===== config.mk =====
export PLATFORM = sky130hd
export DESIGN_NAME = custom_fifo_wr_arbiter
export DESIGN_NICKNAME = d
export VERILOG_FILES = /design/src/rtl/custom_fifo_wr_arbiter.sv
export SDC_FILE = /design/constraint.sdc
export NUM_CORES = 1
export LEC_CHECK = 0
export ABC_AREA = 1
export BUFFER_PORTS_ARGS = -buffer_cell sky130_fd_sc_hd__clkbuf_2
export CAP_MARGIN = 20
export CORE_MARGIN = 10
export CORE_UTILIZATION = 50
export CTS_BUF_LIST = sky130_fd_sc_hd__clkbuf_4 sky130_fd_sc_hd__clkbuf_8 sky130_fd_sc_hd__clkbuf_16
export DETAILED_ROUTE_END_ITERATION = 8
export GPL_TIMING_DRIVEN = 0
export PLACE_DENSITY = 0.88
export RECOVER_POWER = 25
export SKIP_CTS_REPAIR_TIMING = 1
export SLEW_MARGIN = 20
export SYNTH_ARGS = -nofsm -noshare
export SYNTH_HDL_FRONTEND = slang
export SYNTH_SLANG_ARGS = --single-unit

===== constraint.sdc =====
create_clock -name clk_i -period 1.81 [get_ports clk_i]
set_input_delay 0.4525 -clock clk_i [delete_from_list [all_inputs] [get_ports clk_i]]
set_output_delay 0.4525 -clock clk_i [all_outputs]
set_load 0.05 [all_outputs]

===== src/rtl/custom_fifo_wr_arbiter.sv =====
// Round-robin arbiter sharing one async-FIFO write port among NUM_REQ valid/ready requesters.
// Grants bursts of up to BURST_LEN beats; writes are registered onto wen_o/din_o.
module custom_fifo_wr_arbiter #(
  parameter int NUM_REQ   = 4,
  parameter int DATASIZE  = 8,
  parameter int BURST_LEN = 4,
  parameter int CNT_W     = 16
) (
  input  logic                         clk_i,
  input  logic                         rst_i,
  input  logic [NUM_REQ-1:0]           req_valid_i,
  input  logic [NUM_REQ*DATASIZE-1:0]  req_data_i,
  output logic [NUM_REQ-1:0]           req_ready_o,
  output logic [NUM_REQ-1:0]           grant_o,
  output logic                         busy_o,
  output logic                         wen_o,
  output logic [DATASIZE-1:0]          din_o,
  input  logic                         fifo_full_i,
  input  logic                         fifo_almost_full_i,
  output logic [CNT_W-1:0]             wr_count_o
);

  localparam int IDX_W  = (NUM_REQ > 1) ? $clog2(NUM_REQ) : 1;
  localparam int BEAT_W = $clog2(BURST_LEN + 1);
  localparam logic [IDX_W:0]    NUM_REQ_L = (IDX_W+1)'(NUM_REQ);
  localparam logic [IDX_W-1:0]  LAST_IDX  = IDX_W'(NUM_REQ - 1);
  localparam logic [BEAT_W-1:0] LAST_BEAT = BEAT_W'(BURST_LEN - 1);

  typedef enum logic [0:0] {ST_IDLE = 1'b0, ST_GRANT = 1'b1} state_t;

  state_t                state_r, state_nxt_s;
  logic [NUM_REQ-1:0]    grant_r;
  logic [IDX_W-1:0]      gidx_r, rr_ptr_r;
  logic [BEAT_W-1:0]     beat_cnt_r;
  logic                  wen_r;
  logic [DATASIZE-1:0]   din_r;
  logic [CNT_W-1:0]      wr_count_r;

  logic                  sel_found_s;
  logic [IDX_W-1:0]      sel_idx_s;
  logic [IDX_W:0]        cand_s;
  logic [DATASIZE-1:0]   data_g_s;
  logic                  valid_g_s, ready_s, beat_s, exit_s;
  logic [NUM_REQ-1:0]    req_ready_s;
  logic                  busy_s;

  // Round-robin pick: first valid requester at or above rr_ptr, wrapping.
  always_comb begin
    sel_found_s = 1'b0;
    sel_idx_s   = '0;
    cand_s      = '0;
    for (int i = 0; i < NUM_REQ; i++) begin
      cand_s = {1'b0, rr_ptr_r} + (IDX_W+1)'(i);
      if (cand_s >= NUM_REQ_L) cand_s = cand_s - NUM_REQ_L;
      else                     cand_s = cand_s;
      if (!sel_found_s && req_valid_i[cand_s[IDX_W-1:0]]) begin
        sel_found_s = 1'b1;
        sel_idx_s   = cand_s[IDX_W-1:0];
      end else begin
        sel_found_s = sel_found_s;
      end
    end
  end

  // Data of the granted requester (grant is one-hot, so an OR-mux is exact).
  always_comb begin
    data_g_s = '0;
    for (int k = 0; k < NUM_REQ; k++) begin
      if (grant_r[k]) data_g_s = data_g_s | req_data_i[k*DATASIZE +: DATASIZE];
      else            data_g_s = data_g_s;
    end
  end

  // Ready also drops when the write in flight may consume the last free slot.
  assign valid_g_s = |(req_valid_i & grant_r);
  assign ready_s   = (state_r == ST_GRANT) && !fifo_full_i && !(wen_r && fifo_almost_full_i);
  assign beat_s    = valid_g_s && ready_s;
  assign exit_s    = (state_r == ST_GRANT) && ((beat_s && (beat_cnt_r == LAST_BEAT)) || !valid_g_s);

  // FSM state register.
  always_ff @(posedge clk_i or posedge rst_i) begin
    if (rst_i) state_r <= ST_IDLE;
    else       state_r <= state_nxt_s;
  end

  // FSM next-state logic.
  always_comb begin
    state_nxt_s = state_r;
    case (state_r)
      ST_IDLE: begin
        if (sel_found_s) state_nxt_s = ST_GRANT;
        else             state_nxt_s = ST_IDLE;
      end
      ST_GRANT: begin
        if (exit_s) state_nxt_s = ST_IDLE;
        else        state_nxt_s = ST_GRANT;
      end
      default: state_nxt_s = ST_IDLE;
    endcase
  end

  // FSM output decode.
  always_comb begin
    req_ready_s = '0;
    busy_s      = 1'b0;
    if (state_r == ST_GRANT) busy_s = 1'b1;
    else                     busy_s = 1'b0;
    if (ready_s) req_ready_s = grant_r;
    else         req_ready_s = '0;
  end

  // Grant, round-robin pointer and burst beat counter.
  always_ff @(posedge clk_i or posedge rst_i) begin
    if (rst_i) begin
      grant_r    <= '0;
      gidx_r     <= '0;
      rr_ptr_r   <= '0;
      beat_cnt_r <= '0;
    end else begin
      case (state_r)
        ST_IDLE: begin
          if (sel_found_s) begin
            grant_r <= {{(NUM_REQ-1){1'b0}}, 1'b1} << sel_idx_s;
            gidx_r  <= sel_idx_s;
          end
        end
        ST_GRANT: begin
          if (exit_s) begin
            grant_r    <= '0;
            beat_cnt_r <= '0;
            rr_ptr_r   <= (gidx_r == LAST_IDX) ? '0 : gidx_r + IDX_W'(1);
          end else if (beat_s) begin
            beat_cnt_r <= beat_cnt_r + BEAT_W'(1);
          end
        end
        default: begin
          grant_r    <= '0;
          beat_cnt_r <= '0;
        end
      endcase
    end
  end

  // Registered FIFO write port and total-write counter.
  always_ff @(posedge clk_i or posedge rst_i) begin
    if (rst_i) begin
      wen_r      <= 1'b0;
      din_r      <= '0;
      wr_count_r <= '0;
    end else begin
      wen_r      <= beat_s;
      wr_count_r <= wr_count_r + CNT_W'(wen_r);
      if (beat_s) din_r <= data_g_s;
    end
  end

  assign grant_o     = grant_r;
  assign req_ready_o = req_ready_s;
  assign busy_o      = busy_s;
  assign wen_o       = wen_r;
  assign din_o       = din_r;
  assign wr_count_o  = wr_count_r;

  custom_fifo_wr_arbiter_chk #(.NUM_REQ(NUM_REQ)) u_chk (
    .clk       (clk_i),
    .rst       (rst_i),
    .grant     (grant_r),
    .ready     (req_ready_s),
    .wen       (wen_r),
    .fifo_full (fifo_full_i)
  );

endmodule

// Invariant checker for the arbiter outputs.
module custom_fifo_wr_arbiter_chk #(
  parameter int NUM_REQ = 4
) (
  input logic               clk,
  input logic               rst,
  input logic [NUM_REQ-1:0] grant,
  input logic [NUM_REQ-1:0] ready,
  input logic               wen,
  input logic               fifo_full
);
  a_grant_onehot0: assert property (@(posedge clk) disable iff (rst) $onehot0(grant));
  a_ready_onehot0: assert property (@(posedge clk) disable iff (rst) $onehot0(ready));
  a_no_wr_after_full: assert property (@(posedge clk) disable iff (rst) $past(fifo_full) |-> !wen);
endmodule


* Word-level counts from Yosys, hierarchy flattened
Cells that the tools add are included.
** Operators by class
- $lt $le $gt $ge :: 8
- Reductions and logical operators :: 22
- Shifts and indexed selects :: 1
- Bitwise logic cells :: 5
- Mux-type cells :: 35
- Equality and inequality tests :: 4
- Add/subtract/negate cells :: 10
** Operators with widths (count)
- $mux W8 :: 4
- $or A8 B8 Y8 :: 3
- $mux W2 :: 9
- $add A16 B1 Y16 :: 1
- $lt A2 B3 Y1 const B :: 4
- $mux W4 :: 3
- $mux W1 :: 11
- $ge A3 B3 Y1 const B :: 3
- $logic_and A1 B1 Y1 :: 9
- $bmux W1 S2 :: 4
- $pmux W4 S2 :: 1
- $reduce_and A2 Y1 :: 4
- $sub A2 B1 Y2 const B :: 4
- $add A2 B2 Y3 const B :: 2
- $logic_not A1 Y1 :: 6
- $mux W3 :: 2
- $and A4 B4 Y4 :: 1
- $reduce_or A4 Y1 :: 1
- $shl A1 B2 Y4 const A :: 1
- $add A2 B1 Y3 const B :: 1
- $add A3 B1 Y3 const B :: 1
- $eq A3 B2 Y1 const B :: 1
- $ge A2 B3 Y1 const B :: 1
- $add A2 B1 Y2 const B :: 1
- other kinds (7) :: 7
** Word-level totals
- Logic and storage cells :: 93
- Register bits :: 37

* Longest topological paths before layout
Gate-level depths: netlist (run 1).
- Word-level depth :: 17
- Gate-level depth with buffers :: 12

* Least setup slack after synthesis (run 1)
No wires, ideal clock.
- Path kind :: register to output
- From :: register state_r
- To :: output req_ready_o[0]
- Required time :: 1.357 ns
- Cell stages (with the launch flop) :: 5
- Setup slack :: -0.256 ns
- Buffers on the path :: 0
- Arrival time :: 1.613 ns
- Path through :: dfrtp_1 -> nand2_1 -> nor2_1 -> inv_2 -> nor2_1
** Between the ends
- Word-level cells in the longest chain between the ends :: 3
** RTL lines
- start: declaration :: line 31 : state_t state_r, state_nxt_s;
- start signal: assignment :: line 83 : else state_r <= state_nxt_s;
- $logic_and A1 B1 Y1 (2 in a row) :: line 76 : assign ready_s = (state_r == ST_GRANT) && !fifo_full_i && !(wen_r && fifo_almost_full_i);
- $mux W4 :: line 108 : if (ready_s) req_ready_s = grant_r;
- end: declaration :: line 13 : output logic [NUM_REQ-1:0] req_ready_o,
Every way passes these cells.

* Worst setup path after layout (run 1)
- From :: register wen_r (netlist: wen_o)
- To :: output req_ready_o[1]
** Between the ends
- Word-level cells in the longest chain between the ends :: 4
** RTL lines
- start: declaration :: line 35 : logic wen_r;
- start signal: assignment :: line 151 : wen_r <= beat_s;
- $logic_and A1 B1 Y1 :: line 76
- $logic_not A1 Y1 :: line 76
- $logic_and A1 B1 Y1 :: line 76
- $mux W4 :: line 108
Every way passes these cells.

==> flow_metrics.tcl, run 1 <==
set metrics [dict create \
    worstSetupStartpointType "flop" \
    place_area_sq_um 2590 \
    core_sq_um 4090 \
    drt_iter0_drc 67 \
    start_util 0.526 \
    avgRoutedWirePerCell_um 14.6 \
    ir_drop_mv 1.08 \
    htreeDepth 2 \
    relSlewSlack 0.0849 \
    dp_slack_ns 0.0902 \
    worstPathArrival_ns 1.31 \
    overflow 0 \
    ys_types 32 \
    synth_mux_area_frac 0 \
    fin_crit_ns 1.77 \
    dieArea_sq_um 7320 \
    synth_edf_count 0 \
    setup_violations 0 \
    slew_violations 0 \
    yosysMostFrequentCell "nand2_1" \
    use_met3 0.0634 \
    end_kind "output port" \
    yosysSeqAreaShare 0.431 \
    hold_class "input pin to flop" \
    met2_usage 0.263 \
    hpwlAfterDp_um 4420 \
    syn_inst 255 \
    yosys_register_bits 37 \
    synthXorXnorAreaFrac 0.0571 \
    grt.busiest_layer "met2" \
    power_mw 4.81 \
    max_freq_mhz 566 \
    power.density_nw_per_um2 1740 \
    route.detailed.drc 0 \
    clkSinkCount 37 \
    cts-root-buf "clkbuf_8" \
    grt_use_total 0.157 \
    fin_crit_sh 0.976 \
    grt_pass1_wl_um 9630 \
    drive_gt1_frac 0.394 \
    cp-startpoint "wen_o$_DFF_PP0_" \
    rows 23 \
    syn_area_per_cell_sq_um 8.42 \
    p_leak_nw 1.52 \
    fin_ws_ns 0.0430 \
    grt_start_max_net_pins 38 \
    async_flop_share 1.00 \
    status "finished clean" \
    tightestPinTransition_ns 1.37 \
    die_h_um 85.6 \
    yosysWarnings 0 \
    clk_latency_ns 0.28 \
    synthesis.nets 300 \
    synth_area_sq_um 2150 \
    fin_tns_setup_ns 0 \
    synth_adder_area_share 0.0291 \
    worstPathRequired_ns 1.36 \
    die_x_um 85.6 \
    min_from "req_data_i[26]" \
    synthSimpleGateAreaFrac 0.319 \
    maxCapViolations 0 \
    crit_type "flop to output port" \
    boundaryPins 74 \
    cts.clk_slew.worst_paths_ns 0.07 \
    final_hold_viol_count 0 \
    use_met1 0.175 \
    postLayoutCellArea_sq_um 2770 \
    synthDominantCellAreaShare 0.431 \
    synth_top_area_cell "dfrtp_1" \
    rsz0062_at_grt "true" \
    nets 384 \
    final_util 0.677 \
    clock_path_buffers 2 \
    first_pass_iters 4 \
    fill_cells 323 \
    grt_pass1_vias 2129 \
    cp_max_fo 6 \
    reg2reg_slack_ns 0.12 \
    finClkSkew_ns 0.00266 \
    io_buffer_count 73 \
    antenna_found_initial 0 \
    postRouteAntennaNets 0 \
    num_antenna_cells 0 \
    totalWireLength_um 5700 \
    tritoncts "built" \
    ys_top_cells_by_count "nand2_1 (63), dfrtp_1 (37), nor2_1 (22)" \
    r2r_start "wen_o$_DFF_PP0_" \
    gp_congestion 0.906 \
    area_delta_synth_final_pct 28.8 \
    numCtsBuffers 5 \
    dr_total_vias 2019 \
    synth_top_family_by_area "simple AND/OR/NAND/NOR gates" \
    synth_compound_area_frac 0.0897 \
    synth_ff_type "dfrtp_1" \
    viasPerCell 5.18 \
    ys_top_cells_by_area "dfrtp_1 (43%), nand2_1 (11%), nand3_1 (4.4%)" \
]
==> layout make-up <==
class                      instances  area (sq um)  share of cell area
buffer                             7          58.8              0.0213
tap                               50          62.6              0.0226
sequential                        37           928               0.336
inverter                          27           101              0.0366
clock inverter                     1          5.00             0.00181
timing repair buffer              77           420               0.152
multi-input combinational        184          1090               0.395
clock buffer                       7          96.3              0.0348
==> sequential cells by signal, indices dropped and copies added (netlist names) <==
| signal | count |
|---|---|
| wr_count_o | 16 |
| din_o | 8 |
| grant_o | 4 |
| beat_cnt_r | 3 |
| gidx_r | 2 |
| rr_ptr_r | 2 |
| state_r | 1 |
| wen_o | 1 |
==> power breakdown <==
group / switching, mW / internal, mW / total (mW)
registers: 0.202 / 1.09 / 1.29
logic: 2.01 / 0.895 / 2.90
clock network: 0.276 / 0.344 / 0.620
==> cells in the final DEF, fill, tap and decap left out, drive strengths merged, types with 4 or more instances in the layout <==
master | Yosys | routed
a21oi | 9 | 9
ha | 5 | 5
nand2 | 79 | 79
xnor2 | 4 | 4
nand3 | 22 | 22
inv | 27 | 27
nand4 | 4 | 4
dfrtp | 37 | 37
xor2 | 10 | 10
o21ai | 6 | 6
clkbuf | 0 | 76
nor2 | 26 | 26
buf | 7 | 15
a221oi | 8 | 8
==> metal layers <==
| metal | routed length, um | share of wire |
|---|---|---|
| met2 | 2780 | 0.49 |
| met4 | 96 | 0.017 |
| met1 | 2270 | 0.40 |
| met3 | 548 | 0.096 |
| met5 | 0 | 0 |
==> critical path: stages (launching register included) <==
cell	delay [ns]
dfrtp_2	0.42
nand2_1	0.08
nand2_1	0.05
nor2_1	0.11
inv_2	0.10
nor2_2	0.11
buf_6	0.17
==> cells by family after synthesis <==
family,after synthesis
simple gates,136
flops,37
buf+inv,34
compound gates,29
xor+xnor,14
fa+ha+maj,5
==> path summary, 6_finish.rpt <==
kind	endpoint	cells past startpoint
worst min register to register	wr_count_o[15]$_DFF_PP0_	1
min in group asynchronous	wr_count_o[13]$_DFF_PP0_	2
worst max register to register	wr_count_o[12]$_DFF_PP0_	9
max in group asynchronous	wr_count_o[0]$_DFF_PP0_	2
worst min-delay path	din_o[2]$_DFFE_PP0P_	3
worst max-delay path	req_ready_o[1]	6
==> per-stage QoR <==
step	hold slack, ns	std cells
after CTS	0.314	386
final	0.461	390
after floorplan	0.463	255
after global routing	0.476	390
after detailed placement	0.483	378
after global placement	0.460	378
No activity file was read; power rests on OpenSTA's default activity.
==> run 2, diff against run 1 <==
--- a/config.mk
+++ b/config.mk
@@ -5,15 +5,13 @@
 export SDC_FILE = /design/constraint.sdc
 export NUM_CORES = 1
 export LEC_CHECK = 0
-export ABC_AREA = 1
 export BUFFER_PORTS_ARGS = -buffer_cell sky130_fd_sc_hd__clkbuf_2
 export CAP_MARGIN = 20
-export CORE_MARGIN = 10
-export CORE_UTILIZATION = 50
+export CORE_UTILIZATION = 48
 export CTS_BUF_LIST = sky130_fd_sc_hd__clkbuf_4 sky130_fd_sc_hd__clkbuf_8 sky130_fd_sc_hd__clkbuf_16
 export DETAILED_ROUTE_END_ITERATION = 8
 export GPL_TIMING_DRIVEN = 0
-export PLACE_DENSITY = 0.88
+export PLACE_DENSITY = 0.87
 export RECOVER_POWER = 25
 export SKIP_CTS_REPAIR_TIMING = 1
 export SLEW_MARGIN = 20
==> flow_metrics.tcl, run 2 <==
set metrics [dict create \
    avgRoutedWirePerCell_um 14.1 \
    mostFrequentLayoutCells "clkbuf_2 (73), dfrtp_1 (35), a22oi_1 (18), xnor2_1 (12)" \
    die_h_um 64.0 \
    grt_pass1_vias 1559 \
    overflow 0 \
    highest_layer "met4" \
    numCtsBuffers 5 \
    syn_inst 169 \
    cts-root-buf "clkbuf_8" \
    tightestPinTransition_ns 1.34 \
    ys_types 35 \
    fin_crit_ns 1.88 \
    combPwrFrac 0.536 \
    stdcell_count 303 \
    p_sw_frac 0.470 \
    cp_max_fo 8 \
    status "finished, violations left" \
    drt_iter0_drc 76 \
    worstSetupStartpointType "flop" \
    syn_area_per_cell_sq_um 10.9 \
    pwr-share-seq 0.324 \
    ir_drop_mv 0.855 \
    final_hold_viol_count 0 \
    viasPerCell 5.36 \
    rsz0062_at_grt "true" \
    clock_path_buffers 2 \
    ys_top_cells_by_area "dfrtp_1 (50%), a22oi_1 (7.3%), mux2_2 (6.7%)" \
    setup_violations 4 \
    crit_type "flop to output port" \
    synth_area_sq_um 1840 \
    largest_reg_flops 16 \
    die_x_um 64.0 \
    hpwlAfterDp_um 2960 \
    clkSinkCount 37 \
    worstPathArrival_ns 1.43 \
    antenna_found_initial 0 \
    final_util 0.673 \
    cpPeakStageDelay_ns 0.44 \
    drive_gt1_frac 0.443 \
    wl_met3_um 236 \
    gp_congestion 0.832 \
    worstPathRequired_ns 1.36 \
    tritoncts "built" \
    fin_ws_ns -0.0737 \
    slowest_stage "dfrtp_2" \
    yosys_register_bits 37 \
    synth_top_area_cell "dfrtp_1" \
    rows 22 \
    yosysWarnings 0 \
    slew_violations 0 \
    layout_commonest_cell "clkbuf_2" \
    dieArea_sq_um 4090 \
    drt-met1-wl_um 1790 \
    htreeDepth 2 \
    holdPathStages 1 \
    synth_edf_count 0 \
    boundaryPins 74 \
    totalWireLength_um 4260 \
    fin_crit_sh 1.04 \
    power.density_nw_per_um2 1590 \
    clk_latency_ns 0.28 \
    cts.clk_slew.worst_paths_ns 0.07 \
    yosysMostFrequentCell "dfrtp_1" \
    end_kind "output port" \
    crit_chain "a211oi_4 > buf_6 > and2_4 > buf_8" \
    cp.depth 4 \
    ys_top_cells_by_count "dfrtp_1 (37), a22oi_1 (18), xnor2_1 (12)" \
    first_pass_iters 4 \
    core_sq_um 3660 \
    max_freq_mhz 531 \
    num_antenna_cells 0 \
    postRouteAntennaNets 0 \
    path_delay_family "flip-flops" \
    start_util 0.504 \
    switchingPower_mw 1.84 \
    nets 299 \
    dr_wl_met2_um 2220 \
    synthDominantCellAreaShare 0.502 \
    reg2reg_depth 4 \
    violations "setup timing" \
    grt_start_max_net_pins 38 \
    synthesis.nets 214 \
    maxCapViolations 0 \
    grt_use_total 0.214 \
    relSlewSlack 0.103 \
    finClkSkew_ns 0.00670 \
    yosysSeqAreaShare 0.502 \
    clkPwrFrac 0.140 \
    async_flop_share 1.00 \
    dr_total_vias 1624 \
    hold_class "flop to flop" \
    place_inst 290 \
    grt_pass1_wl_um 6700 \
    io_buffer_count 73 \
    route.detailed.drc 0 \
    area_delta_synth_final_pct 33.6 \
    synth_ff_type "dfrtp_1" \
    p_leak_nw 1.27 \
    crit_buf_inv 2 \
    p_int_mw 2.07 \
]
==> run 2: cell count changes in the layout (fill, tap and decap cells not counted), sizes merged, moves of 4 or more <==
cell and change:
a21oi -4, a221oi -8, a22oi +18, and2 +4
buf -4, inv -18, mux2 +11, nand2 -68
nand3 -15, nor2 -16, o21ai -4, xnor2 +8
xor2 -8
==> run 2: per-stage QoR <==
| stage | setup TNS, ns | area [sq um] | hold slack, ns | worst slack (ns) | power, mW |
|---|---|---|---|---|---|
| after floorplan | -0.0608 | 1850 | 0.485 | -0.0152 | 2.74 |
| after global placement | -0.763 | 2280 | 0.467 | -0.172 | 3.15 |
| after detailed placement | -0.699 | 2280 | 0.471 | -0.177 | 3.20 |
| after CTS | -1.60 | 2360 | 0.304 | -0.401 | 3.76 |
| after global routing | -0.452 | 2460 | 0.512 | -0.114 | 4.15 |
| final | -0.288 | 2460 | 0.482 | -0.0737 | 3.91 |
==> run 2: power groups by stage <==
stage	Sequential (mW)	Combinational (mW)	Clock [mW]
floorplan	1.85	0.890	0
global placement	1.28	1.88	0
detailed placement	1.29	1.92	0
CTS	1.27	1.92	0.565
global route	1.30	2.26	0.599
finish	1.27	2.09	0.548
==> run 2: metal layers <==
metal,global-route usage,vias up
met5,0,-
met4,0.0653,0
met3,0.0625,2
met2,0.382,62
met1,0.244,781
li1,-,779
==> run 2: kinds of logic after synthesis <==
| logic type | after synthesis | share of synthesized area |
|---|---|---|
| AOI/OAI and AO/OA | 36 | 0.153 |
| buffers and inverters | 15 | 0.0319 |
| DFF | 37 | 0.502 |
| adders and majority gates | 5 | 0.0339 |
| and+or+nand+nor | 49 | 0.135 |
| xor gates and xnor gates | 14 | 0.0665 |
| muxes | 13 | 0.0780 |
==> run 2: worst register-to-register path, cell delays in order, from the launching register on <==
cell and delay, ns:
dfrtp_2 0.44, a211oi_4 0.25, buf_4 0.16, a21boi_4 0.36, mux2_2 0.38
==> run 2: area by class of cell <==
type | instances | area (sq um)
tap | 48 | 60.1
clock inverter | 3 | 17.5
sequential | 37 | 928
clock buffer | 5 | 68.8
buffer | 6 | 36.3
multi-input combinational | 117 | 877
inverter | 9 | 33.8
timing repair buffer | 78 | 443
fill | 295 | 1200
==> run 2: worst paths after layout <==
check	start	to	slack (ns)
max in group asynchronous	rst_i	state_r$_DFF_PP0_	0.40
setup reg to reg	wen_o$_DFF_PP0_	din_o[2]$_DFFE_PP0P_	0.10
setup / recovery	wen_o$_DFF_PP0_	req_ready_o[1]	-0.07
hold / removal	wr_count_o[15]$_DFF_PP0_	wr_count_o[15]$_DFF_PP0_	0.48
min in group asynchronous	rst_i	wr_count_o[9]$_DFF_PP0_	0.52
hold reg to reg	wr_count_o[15]$_DFF_PP0_	wr_count_o[15]$_DFF_PP0_	0.48
